==> src/rtl/router_pkg.sv <==
// Definitions shared by the router transmit and receive sides:
// packet header layout, address limits and the transmit FSM state type.
package router_pkg;

   localparam int MAX_LEN = 63;
   localparam int LEN_W   = 6;
   localparam int ADDR_W  = 2;

   localparam logic [ADDR_W-1:0] ADDR_INVALID = 2'b11;

   typedef enum logic [2:0] {
      IDLE,
      LOAD,
      HEADER,
      PAYLOAD,
      PARITY
   } state_t;

   // The header carries the payload length in its upper bits and the port below it.
   function automatic logic [7:0] makeHeader(input logic [LEN_W-1:0]  len,
                                             input logic [ADDR_W-1:0] addr);
      return {len, addr};
   endfunction

endpackage

==> src/rtl/router_tx_buf.sv <==
// Payload store for one outgoing packet: a single write port filled
// during loading and an asynchronous read port used while transmitting.
module router_tx_buf #(
   parameter int DEPTH = router_pkg::MAX_LEN,
   parameter int AW    = router_pkg::LEN_W
) (
   input  logic          clock,
   input  logic          i_wrEn,
   input  logic [AW-1:0] i_wrAddr,
   input  logic [7:0]    i_wrData,
   input  logic [AW-1:0] i_rdAddr,
   output logic [7:0]    o_rdData
);

   logic [7:0] r_mem [DEPTH];

   // Contents are never cleared; every byte is rewritten before it is read.
   always_ff @(posedge clock) begin
      if (i_wrEn) begin
         r_mem[i_wrAddr] <= i_wrData;
      end
   end

   assign o_rdData = r_mem[i_rdAddr];

endmodule

==> src/rtl/router_pkt_tx.sv <==
// Packet transmitter: buffers a payload, then sends header, payload and a
// parity byte to the router, holding each byte while the router is busy.
module router_pkt_tx #(
   parameter int MAX_LEN = router_pkg::MAX_LEN
) (
   input  logic                          clock,
   input  logic                          resetn,
   input  logic                          start,
   input  logic [router_pkg::ADDR_W-1:0] dest_addr,
   input  logic [router_pkg::LEN_W-1:0]  payload_len,
   input  logic                          corrupt_parity,
   input  logic [7:0]                    pl_data,
   input  logic                          pl_valid,
   output logic                          pl_ready,
   input  logic                          busy,
   output logic [7:0]                    data_out,
   output logic                          pkt_valid,
   output logic                          tx_active,
   output logic                          done
);

   import router_pkg::*;

   state_t            r_state;
   logic [ADDR_W-1:0] r_addr;
   logic [LEN_W-1:0]  r_len;
   logic              r_corrupt;
   logic [7:0]        r_parity;
   logic [LEN_W-1:0]  r_cnt;
   logic [LEN_W-1:0]  r_idx;
   logic [7:0]        r_dataOut;
   logic              r_pktValid;
   logic              r_plReady;
   logic              r_txActive;
   logic              r_done;

   logic              w_wrEn;
   logic [LEN_W-1:0]  w_rdAddr;
   logic [7:0]        w_rdData;
   logic [7:0]        w_header;

   assign w_wrEn   = (r_state == LOAD) && pl_valid;
   assign w_header = makeHeader(r_len, r_addr);

   // Read one byte ahead so the next payload byte can be registered onto the bus.
   always_comb begin
      w_rdAddr = '0;
      if (r_state == PAYLOAD) begin
         w_rdAddr = r_idx + 6'd1;
      end
   end

   router_tx_buf #(
      .DEPTH (MAX_LEN),
      .AW    (LEN_W)
   ) u_buf (
      .clock    (clock),
      .i_wrEn   (w_wrEn),
      .i_wrAddr (r_cnt),
      .i_wrData (pl_data),
      .i_rdAddr (w_rdAddr),
      .o_rdData (w_rdData)
   );

   always_ff @(posedge clock or negedge resetn) begin
      if (!resetn) begin
         r_state    <= IDLE;
         r_addr     <= '0;
         r_len      <= '0;
         r_corrupt  <= 1'b0;
         r_parity   <= '0;
         r_cnt      <= '0;
         r_idx      <= '0;
         r_dataOut  <= 8'h00;
         r_pktValid <= 1'b0;
         r_plReady  <= 1'b0;
         r_txActive <= 1'b0;
         r_done     <= 1'b0;
      end else begin
         r_done <= 1'b0;
         case (r_state)
            IDLE: begin
               if (start && (payload_len != '0) && (dest_addr != ADDR_INVALID)) begin
                  r_addr     <= dest_addr;
                  r_len      <= payload_len;
                  r_corrupt  <= corrupt_parity;
                  r_parity   <= makeHeader(payload_len, dest_addr);
                  r_cnt      <= '0;
                  r_idx      <= '0;
                  r_plReady  <= 1'b1;
                  r_txActive <= 1'b1;
                  r_state    <= LOAD;
               end
            end
            LOAD: begin
               if (pl_valid) begin
                  r_parity <= r_parity ^ pl_data;
                  r_cnt    <= r_cnt + 6'd1;
                  if (r_cnt == (r_len - 6'd1)) begin
                     r_plReady  <= 1'b0;
                     r_dataOut  <= w_header;
                     r_pktValid <= 1'b1;
                     r_state    <= HEADER;
                  end
               end
            end
            HEADER: begin
               if (!busy) begin
                  r_idx     <= '0;
                  r_dataOut <= w_rdData;
                  r_state   <= PAYLOAD;
               end
            end
            PAYLOAD: begin
               if (!busy) begin
                  if (r_idx == (r_len - 6'd1)) begin
                     r_dataOut  <= r_parity ^ {8{r_corrupt}};
                     r_pktValid <= 1'b0;
                     r_state    <= PARITY;
                  end else begin
                     r_idx     <= r_idx + 6'd1;
                     r_dataOut <= w_rdData;
                  end
               end
            end
            PARITY: begin
               if (!busy) begin
                  r_dataOut  <= 8'h00;
                  r_txActive <= 1'b0;
                  r_done     <= 1'b1;
                  r_state    <= IDLE;
               end
            end
            default: begin
               r_dataOut  <= 8'h00;
               r_pktValid <= 1'b0;
               r_plReady  <= 1'b0;
               r_txActive <= 1'b0;
               r_state    <= IDLE;
            end
         endcase
      end
   end

   assign data_out  = r_dataOut;
   assign pkt_valid = r_pktValid;
   assign pl_ready  = r_plReady;
   assign tx_active = r_txActive;
   assign done      = r_done;

endmodule

==> config.mk <==
export PLATFORM = sky130hd
export DESIGN_NAME = router_pkt_tx
export DESIGN_NICKNAME = d
export VERILOG_FILES = /design/src/rtl/router_pkg.sv /design/src/rtl/router_tx_buf.sv /design/src/rtl/router_pkt_tx.sv
export SDC_FILE = /design/constraint.sdc
export NUM_CORES = 1
export LEC_CHECK = 0
export ABC_AREA = 1
export CORE_MARGIN = 3
export CORE_UTILIZATION = 60
export DETAILED_ROUTE_END_ITERATION = 10
export PLACE_DENSITY = 0.85
export SYNTH_ARGS = -nofsm -noshare
export SYNTH_HDL_FRONTEND = slang
export SYNTH_SLANG_ARGS = --single-unit
==> constraint.sdc <==
create_clock -name clock -period 2.6 [get_ports clock]
set_clock_uncertainty 0.05 [all_clocks]
set_input_delay 0.52 -clock clock [delete_from_list [all_inputs] [get_ports clock]]
set_output_delay 0.52 -clock clock [all_outputs]
set_load 0.03 [all_outputs]
## Word level (Yosys, flattened, before mapping)

Memories as Yosys holds them, arrays and structs flattened.
Index checks and enable logic that the tools add are counted.

| storage, ports and cells | value |
|---|---|
| register bits after elaboration | 44 |
| RAM bits | 504 |
| bits of input ports | 22 |
| logic and storage cells | 96 |
| memories | 1 |

| operators by class | value |
|---|---|
| add/subtract/negate cells | 3 |
| equality and inequality tests | 15 |
| muxes and demuxes | 41 |
| bitwise logic cells | 6 |
| reduce and logical (&&, ||, !) cells | 18 |

Memory list:

| memory | depth | width | read ports | clocked after Yosys merged registers in | write ports | line | source |
|---|---|---|---|---|---|---|---|
| u_buf.r_mem | 63 | 8 | 1 | 0 | 1 | router_tx_buf.sv:15 | `logic [7:0] r_mem [DEPTH];` |

Operators by type and width:

| operator | number |
|---|---|
| $mux W8 | 8 |
| $pmux W8 S5 | 1 |
| $mux W6 | 6 |
| $mux W3 | 7 |
| $pmux W6 S3 | 1 |
| $pmux W8 S2 | 1 |
| $xor A8 B8 Y8 | 2 |
| $pmux W3 S5 | 1 |
| $ne A2 B2 Y1 const B | 7 |
| $add A6 B1 Y6 const B | 2 |
| $eq A6 B6 Y1 | 2 |
| $mux W1 | 12 |
| $pmux W6 S2 | 1 |
| $reduce_and A5 Y1 | 2 |
| $pmux W1 S3 | 3 |
| $reduce_or A3 Y1 | 3 |
| $reduce_and A7 Y1 | 1 |
| $eq A3 B2 Y1 const B | 2 |
| $reduce_and A3 Y1 | 2 |
| $reduce_and A6 Y1 | 1 |
| $reduce_bool A6 Y1 | 1 |
| $sub A6 B1 Y6 const B | 1 |
| $ne A2 B1 Y1 const B | 2 |
| $not A1 Y1 | 4 |
| 8 further kinds | 10 |

## Depth between registers and ports, before layout

Gate-level depths: netlist of the first run.
An unclocked memory read counts as a cell.

| logic depth | value |
|---|---|
| depth after elaboration | 6 |
| depth in mapped cells | 17 |
| gate-level depth less buffers | 16 |

## Hierarchy

Synthesis of the first run repeated with hierarchy kept, for this count alone.

| unflattened totals | value |
|---|---|
| cell total of the unflattened synthesis | 2196 |
| area total of the unflattened synthesis | 23550.1 µm² |

By module, submodules not included:

| module | times used | cells an instance | area an instance (µm²) | sequential area each (µm²) |
|---|---|---|---|---|
| router_tx_buf | 1 | 1772 | 20663.6 | 15134.5 |
| router_pkt_tx | 1 | 424 | 2886.5 | 1101.1 |

## Worst setup path after synthesis of the first run

OpenSTA, ideal clock, no wires.

| path | value |
|---|---|
| path kind | register to register |
| start point | register r_state[2] |
| end point | memory u_buf.r_mem[57][0] (enable) |
| arrival time | 1.776 ns |
| path slack | 0.404 ns |
| cell stages (with the launch flop) | 8 |
| path buffers | 2 |
| cells stage by stage | dfrtp_1 nor2_1 nand2_1 clkbuf_1 nor2_1 buf_2 nand2_1 nor2_1 |

| on the way | value |
|---|---|
| cells in the longest elaborated chain, start to end | 4 |

RTL lines:

| element | line | source |
|---|---|---|
| from (decl) | router_pkt_tx.sv:24 | `state_t r_state;` |
| from (signal assigned) | router_pkt_tx.sv:67 | `r_state <= IDLE;` |
| from (signal assigned) | router_pkt_tx.sv:92 | `r_state <= LOAD;` |
| from (signal assigned) | router_pkt_tx.sv:103 | `r_state <= HEADER;` |
| $eq A3 B1 Y1 | router_pkt_tx.sv:42 | `assign w_wrEn = (r_state == LOAD) && pl_valid;` |
| $logic_and A1 B1 Y1 | router_pkt_tx.sv:42 |  |
| $mux W1 | router_tx_buf.sv:19 | `if (i_wrEn) begin` |
| $mux W1 (implied by the code) | router_tx_buf.sv:20 | `r_mem[i_wrAddr] <= i_wrData;` |
| to (decl) | router_tx_buf.sv:15 |  |

Every way passes these cells.

## Worst setup path in the final report of the first run

| path | value |
|---|---|
| start point | register r_idx[0] |
| end point | register r_dataOut[3] (netlist: data_out[3]) |

| on the way | value |
|---|---|
| cells in the longest elaborated chain, start to end | 6 |

RTL lines:

| element | line | source |
|---|---|---|
| from (decl) | router_pkt_tx.sv:30 | `logic [LEN_W-1:0] r_idx;` |
| from (signal assigned) | router_pkt_tx.sv:121 | `r_idx <= r_idx + 6'd1;` |
| $add A6 B1 Y6 | router_pkt_tx.sv:49 | `w_rdAddr = r_idx + 6'd1;` |
| $mux W6 | router_pkt_tx.sv:48 | `if (r_state == PAYLOAD) begin` |
| $mem_v2 Z63 W8 | n/a |  |
| $mux W8 | router_pkt_tx.sv:116 | `if (r_idx == (r_len - 6'd1)) begin` |
| $mux W8 | router_pkt_tx.sv:115 | `if (!busy) begin` |
| $pmux W8 S5 (*) | router_pkt_tx.sv:81 | `case (r_state)` |
| to (signal assigned) | router_pkt_tx.sv:110 | `r_dataOut <= w_rdData;` |
| to (signal assigned) | router_pkt_tx.sv:117 | `r_dataOut <= r_parity ^ {8{r_corrupt}};` |
| to (signal assigned) | router_pkt_tx.sv:122 | `r_dataOut <= w_rdData;` |
| to (decl) | router_pkt_tx.sv:31 | `logic [7:0] r_dataOut;` |

Every way passes the cells marked *; elsewhere a longest branch is shown, timed or not. The select of a mux whose other input is x is not followed.
A chain may end at the register's enable or synchronous reset.

==> flow_summary.toml, run 1 <==
[floorplanning]
core-area_um2 = 38100
floorplan.die.width_um = 204
floorplan.die_area_um2 = 41500
rows = 71
chipHeight_um = 204
io_pins = 34
start_util_pct = 61.5

[setup_path]
worst-path-max-fanout = 55
worstSetupEndpointType = "flop"
timing.reg2reg.setup_slack_ns = 0.07
timing.reg2reg.worst_path_depth = 13
critical_path.startpoint = "r_idx[0]"
critPathLaunchType = "flop"
worstReg2RegEnd = "data_out[3]"
r2r-start = "r_idx[0]"
worst_ep_required_time_ns = 3.01
timing_worst_setup_path_type = "flop to flop"
timing.critical_path.arrival_ns = 2.94

[outcome]
run_status = "finished, violations left"
violations_in_the_final_reports = "design-rule violations"

[sta]
setup_viol = 0
final_min_period_over_clock_period_pct = 97.4
setup_slack_ns = 0.0673
hold_ws_ns = 0.349
maxSlewViolCount = 0
timing_hold_violations_final = 0
final.min_clock_period_ns = 2.53
worst_slew_pin_slew_ns = 0.803
maxSlewHeadroom_pct = 46.5
achievable-frequency_mhz = 395

[placement]
place_worst_setup_slack_ns = 0.0134
buffer_ports.inserted = 33
numPlacedInstances = 2706
routabilityCongestion = 0.950
dp.final_hpwl_um = 39900

[route]
drt-pass1-iter-count = 10
route.detailed.drc = 1
drt_wl_total_um = 65800
avgRoutedWirePerCell_um = 23.4
drtAntennaViolNets = 0
detail_route.iter0.violations = 2745
route.vias.total = 17900
vias_per_cell = 6.36

[yosys]
dominantRegCellSynth = "sky130_fd_sc_hd__edfxtp_1"
post-synth-top-area-fraction_pct = 64.6
synth-edff-count = 504
synth-xor-area-share_pct = 1.26
syn-instance-count = 2158
ys_async_sr_fraction_pct = 8.03
yosys_warns = 0
synth_cell_type_count = 34
syn_nets = 2183
yosys.cell_count.top_type = "sky130_fd_sc_hd__nand2_1"
synthSimpleGateAreaFrac_pct = 24.0
synthMuxAreaShare_pct = 0.0961
synth_area_per_inst_um2 = 10.9
area_contributors_post_synth = "sky130_fd_sc_hd__edfxtp_1 (65%), sky130_fd_sc_hd__nand3_1 (12%), sky130_fd_sc_hd__nand2_1 (9.1%)"
synthDominantAreaCellType = "sky130_fd_sc_hd__edfxtp_1"
synth_top_family_by_area = "simple AND/OR/NAND/NOR gates"
share_of_the_synthesized_area_in_compound_gates_ao_oa_aoi_oai_pct = 1.14
synth-seq-cells = 548
synth_fa_ha_area_share_pct = 0.160
mappedNetlistArea_um2 = 23400
synth_seq_area_share_pct = 69.3
ys_top_cells_by_count = "sky130_fd_sc_hd__nand2_1 (570), sky130_fd_sc_hd__nand3_1 (547), sky130_fd_sc_hd__edfxtp_1 (504), sky130_fd_sc_hd__nor2_1 (152), sky130_fd_sc_hd__inv_1 (95)"

[run]
max_cap_viol_count = 0

[power_and_ir_drop]
power_uw = 24200
reported_leakage_power_uw = 0.0103
max-vdd-ir-drop_mv = 0.752
p_per_area_nw_per_um2 = 900

[grt]
global_route.peak_usage_layer = "met2"
grt_antenna_before_repair = 2
wire_length_of_the_first_global_routing_pass_um = 98600
gr-usage-all-layers_pct = 31.1
grt_util_met1_pct = 40.1
gr-usage-met2_pct = 49.6
grt_max_degree = 63
first_global_vias = 17600
grt_overflow = 0
gr-usage-met3_pct = 6.51

[cts]
cts-htree-levels = 2
tritoncts = "built"
tritoncts_num_sinks = 548
cts.root.buffer_cell = "sky130_fd_sc_hd__clkbuf_16"
clkTransAtPathRegs_ns = 0.06
clk-insertion-delay-late_ns = 0.57
max-clock-path-buffers = 3
numCtsBuffers = 53

[layout]
design.final.nets = 2290
final_cells = 2817
antennaDiodeCount = 0
post_route_cells_drive_above_1_share_pct = 10.7
fill_cells = 2394
areaGrowthSynthToFinish_pct = 14.9

[hold_path]
timing.hold.worst.class = "input pin to flop"
hold_path_start = "pl_data[2]"
min_delay_worst_endpoint = "u_buf.r_mem[49][2]"
worst_hold_path.num_cells = 1
[power by group]
group | internal, uW | switching [uW] | leakage [uW]
clock network | 4150 | 3160 | 0.000783
logic | 2110 | 4480 | 0.00444
registers | 9950 | 371 | 0.00509
[cells by family after synthesis]
group                      after synthesis
DFF                                    548
AOI/OAI and AO/OA                       50
and+or+nand+nor                       1297
buffers and inverters                  226
adders and majority gates                3
xor gates and xnor gates                32
muxes                                    2
[area by class of cell]
| cell class | count | area (um^2) | area share [%] |
|---|---|---|---|
| well taps | 511 | 639 | 2.38 |
| inverters | 103 | 389 | 1.45 |
| flip-flops and latches | 548 | 16200 | 60.3 |
| clock inverters | 19 | 170 | 0.632 |
| clock buffers | 77 | 1450 | 5.37 |
| multi-input cells | 1384 | 6330 | 23.5 |
| repair buffers | 175 | 1690 | 6.29 |
[worst max-delay path by stage]
stage                               to  depth (start not counted)
floorplan           u_buf.r_mem[57][0]                          7
global placement           data_out[3]                         15
detailed placement         data_out[3]                         14
CTS                        data_out[3]                         14
global route               data_out[2]                         15
finish                     data_out[3]                         13
[sequential cells by signal, indices dropped and copies added (netlist names)]
signal and cells:
data_out 8, r_addr 2, pkt_valid 1, r_idx 6, r_cnt 6, r_parity 8, done 1, tx_active 1
u_buf.r_mem 504, r_state 3, r_len 6, pl_ready 1, r_corrupt 1
[per-layer routing]
layer | share of wire, % | vias up
li1 | - | 7683
met3 | 13 | 296
met2 | 47 | 1518
met1 | 34 | 8427
met4 | 6.3 | 4
met5 | 0.041 | -
[cells in the final DEF, fill, tap and decap left out, types with 5 or more instances in the layout]
master / count
sky130_fd_sc_hd__nand2_1: 565
sky130_fd_sc_hd__nand3_1: 546
sky130_fd_sc_hd__edfxtp_1: 504
sky130_fd_sc_hd__nor2_1: 149
sky130_fd_sc_hd__buf_4: 115
sky130_fd_sc_hd__inv_1: 95
sky130_fd_sc_hd__clkbuf_16: 56
sky130_fd_sc_hd__dfrtp_1: 42
sky130_fd_sc_hd__clkdlybuf4s50_1: 24
sky130_fd_sc_hd__a21oi_1: 22
sky130_fd_sc_hd__clkbuf_1: 21
sky130_fd_sc_hd__buf_12: 21
sky130_fd_sc_hd__xor2_1: 20
sky130_fd_sc_hd__o21ai_0: 14
sky130_fd_sc_hd__xnor2_1: 9
sky130_fd_sc_hd__clkinv_1: 9
sky130_fd_sc_hd__buf_2: 9
sky130_fd_sc_hd__nor3_1: 8
sky130_fd_sc_hd__o21ai_1: 7
sky130_fd_sc_hd__inv_2: 6
sky130_fd_sc_hd__nor2_4: 6
sky130_fd_sc_hd__nand4_1: 5
sky130_fd_sc_hd__clkinv_2: 5
[worst max-delay path, stage by stage (launching register included)]
cell                      delay (ns)
sky130_fd_sc_hd__dfrtp_1        0.41
sky130_fd_sc_hd__ha_1           0.38
sky130_fd_sc_hd__nand2_4        0.10
sky130_fd_sc_hd__inv_2          0.13
sky130_fd_sc_hd__buf_12         0.29
sky130_fd_sc_hd__nand3_1        0.14
sky130_fd_sc_hd__nand3_1        0.14
sky130_fd_sc_hd__nand3_1        0.11
sky130_fd_sc_hd__nand3_1        0.18
sky130_fd_sc_hd__nand3_1        0.15
sky130_fd_sc_hd__nand3_2        0.16
sky130_fd_sc_hd__nand2_1        0.07
sky130_fd_sc_hd__nand2_1        0.06
sky130_fd_sc_hd__nand2_1        0.04
[per-stage QoR]
stage,setup TNS (ns),utilization [%],area (um^2)
detailed placement,0,65.8,25100
global route,-0.0409,70.6,26900
CTS,0,70.1,26700
finish,0,70.6,26900
global placement,0,65.8,25100
floorplan,0,-,23400
[timing repair]
item                                    in CTS  in global routing
gates cloned                                 0                  3
gates resized for setup                      1                 14
hold buffers                                 1                  0
buffers inserted                             1                 10
endpoints found under the setup margin       2                 10
pin swaps                                    2                  5
endpoints found under the hold margin       21                  0
(Power assumes the default switching activity.)
==> inputs of run 2 (changes only) <==
- PLACE_DENSITY: 0.85 -> 0.87
==> run 2 against run 1 <==
The run now ends clean. Critical path type unchanged. Largest power group unchanged. Die area stayed put. Sequential power hardly changed. Routed wire length decreased by 3.1%. Global-route usage shrank 0.40 points. Critical path depth rose by 2. Sequential share of layout area is 0.44 points higher. First-iteration DRC count rose by 7.6%. Combinational power is 8.2% lower. Highest routed layer is now met4. Power decreased by 2.3%. Setup slack better by 0.057 ns. Via count shrank 2.3%.
==> flow_summary.toml, run 2 (same netlist as run 1, synthesis figures left out) <==
[cts]
tritoncts = "built"
cts-htree-levels = 2
numCtsBuffers = 51
clk-insertion-delay-late_ns = 0.58
tritoncts_num_sinks = 548
cts.root.buffer_cell = "sky130_fd_sc_hd__clkbuf_16"
max-clock-path-buffers = 3
clkTransAtPathRegs_ns = 0.06

[setup_path]
cp_num_buf_inv = 2
critPathLaunchType = "flop"
timing.reg2reg.worst_path_depth = 15
worstSetupEndpointType = "flop"
crit_top_cell = "sky130_fd_sc_hd__nand3_1"
critPathTopFamily = "simple AND/OR/NAND/NOR gates"
worstPathCellList = "ha_1 -> nand2_1 -> inv_1 -> nor2_1 -> nand2_2 -> buf_6 -> nand3_1 -> nand3_1 -> nand3_1 -> nand3_1 -> nand3_1 -> nand3_1 -> nand2_1 -> nand2_1 -> nand2_1"
cp_num_cells = 15
timing.critical_path.arrival_ns = 2.90
timing_worst_setup_path_type = "flop to flop"
critPathMaxStageDelay_ns = 0.45
worst-path-max-fanout = 30
worst_ep_required_time_ns = 3.03
crit_slowest_cell = "sky130_fd_sc_hd__dfrtp_1"

[sta]
hold_ws_ns = 0.345
setup_viol = 0
setup_repair_after_global_routing_missed_its_margin = "true"
final_min_period_over_clock_period_pct = 95.2
maxSlewViolCount = 0
maxSlewHeadroom_pct = 46.5
final.min_clock_period_ns = 2.48
timing_hold_violations_final = 0
achievable-frequency_mhz = 404
worst_slew_pin_slew_ns = 0.802
setup_total_negative_slack_ns = 0

[route]
vias_per_cell = 6.25
route.vias.total = 17500
drt-pass1-iter-count = 6
detail_route.iter0.violations = 2954
avgRoutedWirePerCell_um = 22.7
drtAntennaViolNets = 0
drt_wl_total_um = 63800
route.detailed.drc = 0

[layout]
final_util_pct = 70.1
mostFrequentLayoutCell = "sky130_fd_sc_hd__nand2_1"
registers.top_by_ff_count = "u_buf.r_mem"
post_route_cells_drive_above_1_share_pct = 10.2
mostFrequentLayoutCells = "sky130_fd_sc_hd__nand2_1 (566), sky130_fd_sc_hd__nand3_1 (546), sky130_fd_sc_hd__edfxtp_1 (504), sky130_fd_sc_hd__nor2_1 (151), sky130_fd_sc_hd__buf_4 (102)"
areaGrowthSynthToFinish_pct = 14.0
antennaDiodeCount = 0
flip_flop_count_of_the_largest_register_all_copies_and_words_added = 504
final_cells = 2803
design.final.nets = 2275

[floorplanning]
start_util_pct = 61.5
io_pins = 34
chipHeight_um = 204
rows = 71
core-area_um2 = 38100
floorplan.die_area_um2 = 41500
floorplan.die.width_um = 204

[grt]
grt_max_degree = 79
grt_antenna_before_repair = 0
first_global_vias = 17100
grt_overflow = 0
gr-usage-all-layers_pct = 30.7
wire_length_of_the_first_global_routing_pass_um = 97300

[hold_path]
worst_hold_path.num_cells = 1
timing.hold.worst.class = "input pin to flop"

[run]
max_cap_viol_count = 0

[placement]
dp.final_hpwl_um = 38900
numPlacedInstances = 2702
routabilityCongestion = 0.956
buffer_ports.inserted = 33

[power_and_ir_drop]
reported_leakage_power_uw = 0.0102
power_uw = 23700
max-vdd-ir-drop_mv = 0.812
p_per_area_nw_per_um2 = 885

[outcome]
run_status = "completed"
[run 2: changes by cell type in the layout (fill, tap and decap cells not counted), sizes merged]
| cell | previous run | this run |
|---|---|---|
| buf | 147 | 136 |
| inv | 104 | 102 |
| bufinv | 3 | 4 |
| clkinvlp | 1 | 2 |
| clkinv | 14 | 24 |
| clkbuf | 80 | 67 |
[run 2: per-layer routing]
layer	track usage (%)	up-vias	share of wire, %
met5	0	-	0
met4	15.5	0	5.7
met3	6.16	265	13
met2	48.7	1342	47
met1	40.9	8253	35
li1	-	7654	-
[run 2: timing repair]
item                       CTS  global route
setup endpoints to repair    0            10
buffers inserted             0             4
gates resized for setup      0            12
hold endpoints to repair    25             0
hold buffers                 1             0
[run 2: path summary, 6_finish.rpt]
kind,from,endpoint,slack [ns]
setup / recovery,r_idx[0],data_out[4],0.12
hold / removal,pl_data[3],u_buf.r_mem[16][3],0.35
setup reg to reg,r_idx[0],data_out[4],0.12
hold reg to reg,pkt_valid,pkt_valid,0.46
max in group asynchronous,resetn,r_len[0],1.40
min in group asynchronous,resetn,r_idx[1],0.47
[run 2: through the flow]
stage               instance area (um^2)  setup WS, ns
finish                             26700         0.125
global route                       26700       -0.0327
CTS                                26600        0.0672
detailed placement                 25000        0.0767
global placement                   25000        0.0849
floorplan                          23400         0.404
[run 2: worst reg2reg max path, stage by stage, from the launching register on]
cell and delay, ns:
sky130_fd_sc_hd__dfrtp_1 0.45, sky130_fd_sc_hd__ha_1 0.23, sky130_fd_sc_hd__nand2_1 0.09, sky130_fd_sc_hd__inv_1 0.09, sky130_fd_sc_hd__nor2_1 0.07, sky130_fd_sc_hd__nand2_2 0.10, sky130_fd_sc_hd__buf_6 0.28, sky130_fd_sc_hd__nand3_1 0.16
sky130_fd_sc_hd__nand3_1 0.11, sky130_fd_sc_hd__nand3_1 0.17, sky130_fd_sc_hd__nand3_1 0.16, sky130_fd_sc_hd__nand3_1 0.11, sky130_fd_sc_hd__nand3_1 0.09, sky130_fd_sc_hd__nand2_1 0.06, sky130_fd_sc_hd__nand2_1 0.08, sky130_fd_sc_hd__nand2_1 0.06
[run 2: final cells by class]
type	instances	area, um^2
Fill cell	2496	11400
Multi-Input combinational cell	1384	6300
Sequential cell	548	16200
Clock buffer	66	1340
Inverter	103	389
Tap cell	511	639
Clock inverter	29	259
Timing Repair Buffer	162	1540
[run 2: power by group]
group / leakage, uW / total [uW] / switching, uW / internal [uW]
sequential: 0.00509 / 10300 / 395 / 9950
clock: 0.000780 / 7260 / 3200 / 4050
combinational: 0.00434 / 6050 / 4140 / 1910
